`src/rtl/mc_controller.sv`:
```
// ============================================================================
// Module      : mc_controller
// Description : Multi-cycle MIPS control FSM (FETCH/DECODE/EXEC/MEM/WB) with
//               variable-latency data memory handshake and timeout abort.
// Revision    : 1.0 - initial release
// ============================================================================
`default_nettype none

module mc_controller #(
    parameter int ALU_CTRL_W  = 3,
    parameter int MEM_TIMEOUT = 16
) (
    input  logic                  clk,
    input  logic                  reset,
    input  logic [5:0]            op,
    input  logic [5:0]            func,
    input  logic                  zero,
    input  logic                  mem_ready,
    output logic                  pc_write,
    output logic [1:0]            npc_sel,
    output logic                  ir_write,
    output logic                  reg_write,
    output logic [1:0]            reg_dst,
    output logic [1:0]            mem_to_reg,
    output logic                  alu_src,
    output logic                  ext_op,
    output logic [ALU_CTRL_W-1:0] alu_ctrl,
    output logic                  mem_req,
    output logic                  mem_we,
    output logic                  illegal,
    output logic                  mem_err,
    output logic [2:0]            state
);

    localparam int CW = $clog2(MEM_TIMEOUT) + 1;
    localparam logic [CW-1:0] c_CNT_LAST = CW'(MEM_TIMEOUT - 1);

    localparam logic [ALU_CTRL_W-1:0] c_ALU_ADD = ALU_CTRL_W'(3'b010);
    localparam logic [ALU_CTRL_W-1:0] c_ALU_SUB = ALU_CTRL_W'(3'b011);
    localparam logic [ALU_CTRL_W-1:0] c_ALU_OR  = ALU_CTRL_W'(3'b001);
    localparam logic [ALU_CTRL_W-1:0] c_ALU_LUI = ALU_CTRL_W'(3'b101);

    typedef enum logic [2:0] {
        S_FETCH  = 3'd0,
        S_DECODE = 3'd1,
        S_EXEC   = 3'd2,
        S_MEM    = 3'd3,
        S_WB     = 3'd4
    } state_t;

    state_t          r_state;
    state_t          w_next;
    logic [CW-1:0]   r_cnt;
    logic [CW-1:0]   w_cnt_next;

    logic w_rtype, w_addu, w_subu, w_jr, w_ori, w_lui, w_lw, w_sw, w_beq, w_j, w_jal;
    logic w_legal;

    assign w_rtype = (op == 6'b000000);
    assign w_addu  = w_rtype && (func == 6'b100001);
    assign w_subu  = w_rtype && (func == 6'b100011);
    assign w_jr    = w_rtype && (func == 6'b001000);
    assign w_ori   = (op == 6'b001101);
    assign w_lui   = (op == 6'b001111);
    assign w_lw    = (op == 6'b100011);
    assign w_sw    = (op == 6'b101011);
    assign w_beq   = (op == 6'b000100);
    assign w_j     = (op == 6'b000010);
    assign w_jal   = (op == 6'b000011);
    assign w_legal = w_addu | w_subu | w_jr | w_ori | w_lui | w_lw | w_sw |
                     w_beq | w_j | w_jal;

    // Datapath selects that depend only on the instruction, held DECODE..WB
    logic                  w_dp_src, w_dp_ext;
    logic [ALU_CTRL_W-1:0] w_dp_alu;

    always_comb begin
        w_dp_src = w_ori | w_lui | w_lw | w_sw;
        w_dp_ext = w_ori;
        w_dp_alu = c_ALU_ADD;
        if (w_subu || w_beq) w_dp_alu = c_ALU_SUB;
        else if (w_ori)      w_dp_alu = c_ALU_OR;
        else if (w_lui)      w_dp_alu = c_ALU_LUI;
    end

    always_ff @(posedge clk or posedge reset) begin
        if (reset) begin
            r_state <= S_FETCH;
            r_cnt   <= '0;
        end else begin
            r_state <= w_next;
            r_cnt   <= w_cnt_next;
        end
    end

    logic                  w_pc_write, w_ir_write, w_reg_write, w_alu_src, w_ext_op;
    logic                  w_mem_req, w_mem_we, w_illegal, w_mem_err;
    logic [1:0]            w_npc_sel, w_reg_dst, w_mem_to_reg;
    logic [ALU_CTRL_W-1:0] w_alu_ctrl;

    always_comb begin
        w_next       = r_state;
        w_cnt_next   = r_cnt;
        w_pc_write   = 1'b0;
        w_npc_sel    = 2'b00;
        w_ir_write   = 1'b0;
        w_reg_write  = 1'b0;
        w_reg_dst    = 2'b00;
        w_mem_to_reg = 2'b00;
        w_alu_src    = 1'b0;
        w_ext_op     = 1'b0;
        w_alu_ctrl   = c_ALU_ADD;
        w_mem_req    = 1'b0;
        w_mem_we     = 1'b0;
        w_illegal    = 1'b0;
        w_mem_err    = 1'b0;
        case (r_state)
            S_FETCH: begin
                w_ir_write = 1'b1;
                w_pc_write = 1'b1;
                w_next     = S_DECODE;
            end
            S_DECODE: begin
                w_alu_src  = w_dp_src;
                w_ext_op   = w_dp_ext;
                w_alu_ctrl = w_dp_alu;
                w_reg_dst  = w_jal ? 2'b10 : (w_rtype ? 2'b01 : 2'b00);
                if (!w_legal) begin
                    w_illegal = 1'b1;
                    w_next    = S_FETCH;
                end else begin
                    w_next    = S_EXEC;
                end
            end
            S_EXEC: begin
                w_alu_src  = w_dp_src;
                w_ext_op   = w_dp_ext;
                w_alu_ctrl = w_dp_alu;
                w_cnt_next = '0;
                w_next     = S_FETCH;
                if (w_lw || w_sw) begin
                    w_next = S_MEM;
                end else if (w_beq) begin
                    w_pc_write = zero;
                    w_npc_sel  = 2'b01;
                end else if (w_j) begin
                    w_pc_write = 1'b1;
                    w_npc_sel  = 2'b10;
                end else if (w_jal) begin
                    w_pc_write   = 1'b1;
                    w_npc_sel    = 2'b10;
                    w_reg_write  = 1'b1;
                    w_reg_dst    = 2'b10;
                    w_mem_to_reg = 2'b10;
                end else if (w_jr) begin
                    w_pc_write = 1'b1;
                    w_npc_sel  = 2'b11;
                end else begin
                    w_next = S_WB;
                end
            end
            S_MEM: begin
                w_alu_src  = w_dp_src;
                w_ext_op   = w_dp_ext;
                w_alu_ctrl = w_dp_alu;
                // A ready arriving on the timeout cycle still completes normally
                if (mem_ready) begin
                    w_mem_req = 1'b1;
                    w_mem_we  = w_sw;
                    w_next    = w_sw ? S_FETCH : S_WB;
                end else if (r_cnt == c_CNT_LAST) begin
                    w_mem_err = 1'b1;
                    w_next    = S_FETCH;
                end else begin
                    w_mem_req  = 1'b1;
                    w_mem_we   = w_sw;
                    w_cnt_next = r_cnt + 1'b1;
                end
            end
            S_WB: begin
                w_alu_src    = w_dp_src;
                w_ext_op     = w_dp_ext;
                w_alu_ctrl   = w_dp_alu;
                w_reg_write  = 1'b1;
                w_reg_dst    = w_rtype ? 2'b01 : 2'b00;
                w_mem_to_reg = w_lw ? 2'b01 : 2'b00;
                w_next       = S_FETCH;
            end
            default: begin
                w_next = S_FETCH;
            end
        endcase
    end

    // Reset forces every control output low immediately, independent of the clock
    assign pc_write   = w_pc_write  & ~reset;
    assign npc_sel    = reset ? 2'b00 : w_npc_sel;
    assign ir_write   = w_ir_write  & ~reset;
    assign reg_write  = w_reg_write & ~reset;
    assign reg_dst    = reset ? 2'b00 : w_reg_dst;
    assign mem_to_reg = reset ? 2'b00 : w_mem_to_reg;
    assign alu_src    = w_alu_src   & ~reset;
    assign ext_op     = w_ext_op    & ~reset;
    assign alu_ctrl   = reset ? '0 : w_alu_ctrl;
    assign mem_req    = w_mem_req   & ~reset;
    assign mem_we     = w_mem_we    & ~reset;
    assign illegal    = w_illegal   & ~reset;
    assign mem_err    = w_mem_err   & ~reset;
    assign state      = r_state;

endmodule

`default_nettype wire

```
`config.mk`:
```
export PLATFORM = sky130hd
export DESIGN_NAME = mc_controller
export DESIGN_NICKNAME = d
export VERILOG_FILES = /design/src/rtl/mc_controller.sv
export SDC_FILE = /design/constraint.sdc
export NUM_CORES = 1
export LEC_CHECK = 0
export CORE_MARGIN = 2
export CORE_UTILIZATION = 41
export DETAILED_ROUTE_END_ITERATION = 6
export GPL_ROUTABILITY_DRIVEN = 1
export PLACE_DENSITY = 0.79
export SLEW_MARGIN = 10
export SYNTH_ARGS = -nofsm -noshare
export SYNTH_HDL_FRONTEND = slang
export SYNTH_SLANG_ARGS = --single-unit
```
`constraint.sdc`:
```
create_clock -name clk -period 2.35 [get_ports clk]
set_input_delay 0.47 -clock clk [delete_from_list [all_inputs] [get_ports clk]]
set_output_delay 0.47 -clock clk [all_outputs]
set_load 0.005 [all_outputs]
```
==> results.py, run 1 <==
metrics = {
    "logic_synthesis": {
        "syn_area_um2": 826,
        "syn_nets": 126,
        "synth_cell_types": 44,
        "synth-edff-count": 0,
        "async_flop_share_pct": 100,
        "syn_avg_cell_area_um2": 7.65,
        "ys_seq_area_share_pct": 24.2,
        "yosysWarnings": 0,
        "netlist_instances": 108,
        "synth-seq-cells": 8,
        "ys.flop_type": "dfrtp_1",
    },
    "floorplan": {
        "die-area_mm2": 0.00239,
        "rows": 16,
        "pin_count": 37,
        "die_y_um": 48.9,
        "initial_core_util_pct": 43.0,
        "die_w_um": 48.9,
        "coreArea_mm2": 0.00192,
    },
    "routing": {
        "ant_nets": 0,
        "vias": 1289,
        "routedWlPerCell_um": 19.2,
        "drc": 0,
        "via_per_inst": 6.00,
        "routed_wl_mm": 4.12,
        "drtIter0Drc": 67,
        "dr.pass1.iters": 4,
    },
    "sta": {
        "tightest_slew_ns": 0.449,
        "fin_ws_ns": -0.127,
        "finalHoldViolCount": 0,
        "rsz0062_at_grt": "yes",
        "fin_crit_ns": 2.48,
        "finalSetupViolCount": 7,
        "finalClockSkew_ns": 0.000866,
        "finalCritPeriodShare_pct": 105,
        "drv_slew": 0,
        "fmax_ghz": 0.404,
        "relSlewSlack_pct": 69.6,
    },
    "cells_and_area": {
        "nFillCells": 101,
        "layout_commonest_cell": "buf_4",
        "final_cell_mix": "buf_4 (42), nand2_1 (11), buf_2 (10), buf_6 (9), nand3_1 (8)",
        "area.sequential_um2": 201,
        "area_delta_synth_final_pct": 104,
        "nets": 208,
        "num_antenna_cells": 0,
        "final_layout_size_suffix_gt1_share_pct": 56.4,
        "multi_input_area_um2": 726,
    },
    "grt": {
        "grt_use_met1_pct": 34.7,
        "grt_overflow": 0,
        "top_usage_layer": "met2",
        "grt_pass1_vias": 1279,
        "antenna_found_initial": 0,
        "grt_pass1_wl_mm": 5.95,
        "use_met2_pct": 62.3,
        "met3_usage_pct": 3.07,
        "grt_start_max_net_pins": 9,
        "grt_use_total_pct": 32.1,
    },
    "power": {
        "cellPowerDensity_mw_per_mm2": 454,
        "power.internal_mw": 0.462,
        "finalPower_mw": 0.766,
        "power_switching_mw": 0.304,
        "p_clk_share_pct": 12.6,
        "power_frac_seq_pct": 28.8,
        "combPwrFrac_pct": 58.7,
        "vdd_drop_max_uv": 611,
        "p_leak_nw": 0.809,
        "p_sw_share_pct": 39.6,
    },
    "status": {
        "violations": "setup timing",
        "status": "complete, but fails checks",
    },
    "placement": {
        "gp_congestion": 0.897,
        "post-place-ws_ns": -0.866,
        "dp_hpwl_mm": 2.39,
        "io_buffer_count": 36,
    },
    "clock_tree": {
        "cts_buffer_depth": 2,
        "clk_pin_slew_worst_paths_ns": 0.05,
        "cts_tree": "built",
        "cts_buffers": 3,
        "cts.sinks": 8,
        "cts_root_buffer": "clkbuf_4",
        "cts_max_level": 1,
        "clk_latency_ns": 0.24,
        "holdBufCountCts": 0,
    },
    "run": {
        "cap_violations": 0,
    },
    "hold_path": {
        "hp-class": "in2async",
    },
    "setup_path": {
        "cp.required_ns": 1.88,
        "start_kind": "input port",
        "path_max_fanout": 4,
        "critical_path.endpoint_type": "output port",
        "criticalPathCategory": "in2out",
        "critPathArrivalTime_ns": 2.01,
    },
}
[final cells by class]
type / instances / area share, %
tap: 27 / 2.00
multi-input combinational: 86 / 43.0
timing repair buffer: 85 / 40.4
sequential: 8 / 11.9
clock buffer: 3 / 1.34
inverter: 6 / 1.34
[registers in the layout (all words and copies together), names as in the netlist]
name and count:
state 3, r_cnt 5
[cell families after synthesis]
group	after synthesis	synth area share (%)
XOR/XNOR	3	3.18
multiplexers	2	2.58
buffers and inverters	14	8.03
AND/OR/NAND/NOR	60	42.3
adder cells (fa/ha/maj)	2	3.03
flip-flops	8	24.2
AO/OA/AOI/OAI	19	16.7
[worst max-delay path: stages]
cell	delay, ns
buf_8	0.10
or4b_4	0.54
or3_4	0.36
buf_6	0.12
buf_6	0.12
nor2_2	0.08
o31ai_1	0.08
buf_2	0.13
[synth_stat cells, drive strengths merged (3+ instances only)]
library cell	number	share of area (%)
nand2	11	5.0
nor2	11	5.0
dfrtp	8	24
nand3	8	4.8
inv	6	2.7
a211oi	5	4.5
nor4	5	3.8
buf	4	3.5
clkbuf	4	1.8
a21oi	3	1.8
nor3	3	1.8
or4	3	3.2
[routing by layer]
metal / part of all wire, % / vias to the layer above
met5: 0 / -
met4: 3.0 / 0
met3: 5.9 / 18
met2: 52 / 87
met1: 39 / 617
li1: - / 567
[worst paths after layout]
| kind | from | to | slack, ns | cells past startpoint |
|---|---|---|---|---|
| max in group asynchronous | reset | r_cnt[3]$_DFFE_PP0P_ | 1.81 | 4 |
| min in group clk | r_cnt[2]$_DFFE_PP0P_ | r_cnt[2]$_DFFE_PP0P_ | 0.52 | 1 |
| worst max register to register | r_cnt[1]$_DFFE_PP0P_ | r_cnt[2]$_DFFE_PP0P_ | 0.28 | 7 |
| worst min-delay path | reset | r_cnt[2]$_DFFE_PP0P_ | 0.36 | 3 |
| worst max-delay path | op[0] | pc_write | -0.13 | 8 |
| worst min register to register | r_cnt[2]$_DFFE_PP0P_ | r_cnt[2]$_DFFE_PP0P_ | 0.52 | 1 |
[stage by stage]
stage               TNS [ns]  util [%]  hold WS, ns  area (um^2)  cells
floorplan                  0         -        0.318          826    108
global placement       -9.39      74.9        0.488         1440    198
detailed placement    -10.08      74.9        0.506         1440    198
CTS                   -0.356      84.0        0.516         1620    212
global route          -0.687      87.8        0.372         1690    215
finish                -0.446      87.8        0.363         1690    215
[repair_timing]
action | in CTS | in global routing
pin swaps | 18 | 13
buffers inserted | 12 | 3
cloned | 0 | 0
gates resized for setup | 103 | 28
endpoints found under the setup margin | 17 | 15
[power groups by stage]
stage               combinational, mW  sequential (mW)  clock [mW]
CTS                             0.402            0.211       0.102
global route                    0.483            0.223       0.109
finish                          0.450            0.220      0.0961
global placement                0.377            0.209           0
detailed placement              0.394            0.213           0
floorplan                       0.191            0.206           0
(Power assumes the default switching activity.)
==> inputs of run 2 (changes only) <==
--- a/config.mk
+++ b/config.mk
@@ -5,7 +5,7 @@
 export SDC_FILE = /design/constraint.sdc
 export NUM_CORES = 1
 export LEC_CHECK = 0
-export CORE_MARGIN = 2
+export CORE_MARGIN = 3
 export CORE_UTILIZATION = 41
 export DETAILED_ROUTE_END_ITERATION = 6
 export GPL_ROUTABILITY_DRIVEN = 1
==> run 2 against run 1 <==
Effect of this change: the run still ends with setup timing left; design area fell by 3.9%; register-to-register slack got worse by 0.03 ns; largest power group unchanged; highest routed layer unchanged; total power rose by 3.7%.
==> results.py, run 2 (same netlist as run 1, synthesis figures left out) <==
metrics = {
    "cells_and_area": {
        "finalNonFillerCells": 214,
        "nets": 209,
        "regMostFlops": "r_cnt",
        "fin_area_mm2": 0.00162,
        "largest_reg_flops": 5,
        "num_antenna_cells": 0,
        "nFillCells": 95,
        "final_layout_size_suffix_gt1_share_pct": 56.1,
        "layout_commonest_cell": "buf_4",
        "area_delta_synth_final_pct": 96.2,
        "final_cell_mix": "buf_4 (48), buf_2 (14), nand2_1 (11), nand3_1 (8), clkdlybuf4s50_1 (7)",
    },
    "clock_tree": {
        "clk_pin_slew_worst_paths_ns": 0.06,
        "clk_latency_ns": 0.27,
        "cts_max_level": 1,
        "cts_buffers": 3,
        "cts_tree": "built",
        "cts.sinks": 8,
        "holdBufCountCts": 0,
        "cts_buffer_depth": 2,
        "cts_root_buffer": "clkbuf_4",
    },
    "sta": {
        "fin_crit_ns": 2.48,
        "fmax_ghz": 0.403,
        "fin_ws_ns": -0.134,
        "finalClockSkew_ns": 0.00821,
        "tightest_slew_ns": 0.481,
        "rsz0062_at_grt": "yes",
        "relSlewSlack_pct": 67.6,
        "drv_slew": 0,
        "finalHoldViolCount": 0,
        "finalSetupViolCount": 6,
        "tns_ns": -0.533,
        "finalCritPeriodShare_pct": 106,
    },
    "floorplan": {
        "die_y_um": 50.9,
        "initial_core_util_pct": 45.4,
        "die-area_mm2": 0.00259,
        "coreArea_mm2": 0.00182,
        "die_w_um": 50.9,
        "rows": 15,
        "pin_count": 37,
    },
    "power": {
        "finalPower_mw": 0.795,
        "p_leak_nw": 0.803,
        "cellPowerDensity_mw_per_mm2": 490,
        "vdd_drop_max_uv": 624,
    },
    "routing": {
        "drc": 0,
        "dr.pass1.iters": 4,
        "vias": 1302,
        "routed_wl_mm": 4.05,
        "drtIter0Drc": 75,
        "via_per_inst": 6.08,
        "ant_nets": 0,
        "routedWlPerCell_um": 18.9,
    },
    "setup_path": {
        "cp.required_ns": 1.88,
        "criticalPathCategory": "in2out",
        "critPathArrivalTime_ns": 2.01,
        "start_kind": "input port",
        "reg2reg_from": "r_cnt[0]$_DFFE_PP0P_",
        "r2r-end": "r_cnt[2]$_DFFE_PP0P_",
        "path_max_fanout": 3,
        "r2r_cells": 7,
        "reg2reg_slack_ns": 0.25,
        "critical_path.endpoint_type": "output port",
    },
    "placement": {
        "dp_hpwl_mm": 2.35,
        "gp_congestion": 0.820,
        "numPlacedInstances": 195,
        "post-place-ws_ns": -0.847,
        "place_area_mm2": 0.00143,
        "io_buffer_count": 36,
    },
    "grt": {
        "grt_pass1_vias": 1362,
        "grt_overflow": 0,
        "grt_pass1_wl_mm": 6.77,
        "antenna_found_initial": 0,
        "grt_use_total_pct": 35.2,
        "grt_start_max_net_pins": 10,
    },
    "status": {
        "status": "complete, but fails checks",
        "violations": "setup timing",
    },
    "run": {
        "cap_violations": 0,
    },
    "hold_path": {
        "hp-class": "in2async",
    },
}
run 2: cell types whose count changed in the layout (fill, tap and decap cells not counted), moves of 2 or more:
cell	change
buf_4	+6
nor2_2	-2
buf_2	+4
buf_6	-5
clkbuf_2	-2
run 2: metal layers:
layer,routed length (um),GRT usage (%),up-vias
li1,-,-,569
met1,1570,42.6,611
met2,1890,56.7,96
met3,358,9.33,26
met4,228,18.8,0
met5,0,0,-
run 2: report_power, final:
| part | leakage, nW | switching [mW] | internal, mW |
|---|---|---|---|
| Combinational | 0.685 | 0.218 | 0.232 |
| Clock | 0.0138 | 0.0579 | 0.0592 |
| Sequential | 0.104 | 0.0471 | 0.180 |
run 2: final cells by class:
| type | count | area, um^2 | share of cell area (%) |
|---|---|---|---|
| clock buffers | 3 | 22.5 | 1.39 |
| inverters | 6 | 22.5 | 1.39 |
| multi-input cells | 86 | 681 | 42.0 |
| flip-flops and latches | 8 | 203 | 12.5 |
| well taps | 25 | 31.3 | 1.93 |
| repair buffers | 86 | 661 | 40.8 |
run 2: metrics by stage:
stage	utilization (%)	hold slack, ns
finish	89.0	0.421
global route	89.0	0.425
CTS	88.0	0.401
detailed placement	78.5	0.488
global placement	78.5	0.483
floorplan	-	0.318
run 2: worst max path at each step:
| stage | startpoint | endpoint | slack, ns | cells after the start |
|---|---|---|---|---|
| after global routing | op[3] | pc_write | -0.18 | 7 |
| after detailed placement | op[0] | alu_ctrl[0] | -0.85 | 5 |
| after global placement | op[0] | alu_ctrl[0] | -0.82 | 5 |
| after floorplan | op[0] | alu_ctrl[0] | 0.06 | 4 |
| final | op[3] | reg_write | -0.13 | 7 |
| after CTS | op[0] | reg_write | -0.12 | 7 |
run 2: timing repair:
action	4_1_cts	5_1_grt
resized for setup	110	14
pin swaps	18	14
buffers inserted	18	2
setup endpoints to repair	17	12
run 2: worst max-delay path, cell delays in order:
cell and delay (ns):
buf_6 0.10, or4b_4 0.54, or3_4 0.37, nand4_1 0.17
buf_4 0.17, o22ai_2 0.06, buf_2 0.14
==> inputs of run 3 (changes only) <==
--- a/config.mk
+++ b/config.mk
@@ -9,6 +9,7 @@
 export CORE_UTILIZATION = 41
 export DETAILED_ROUTE_END_ITERATION = 6
 export GPL_ROUTABILITY_DRIVEN = 1
+export HOLD_SLACK_MARGIN = 0.06
 export PLACE_DENSITY = 0.79
 export SLEW_MARGIN = 10
 export SYNTH_ARGS = -nofsm -noshare
==> results of run 3 <==
No change in the layout: final DEF, timing and power equal those of run 2.
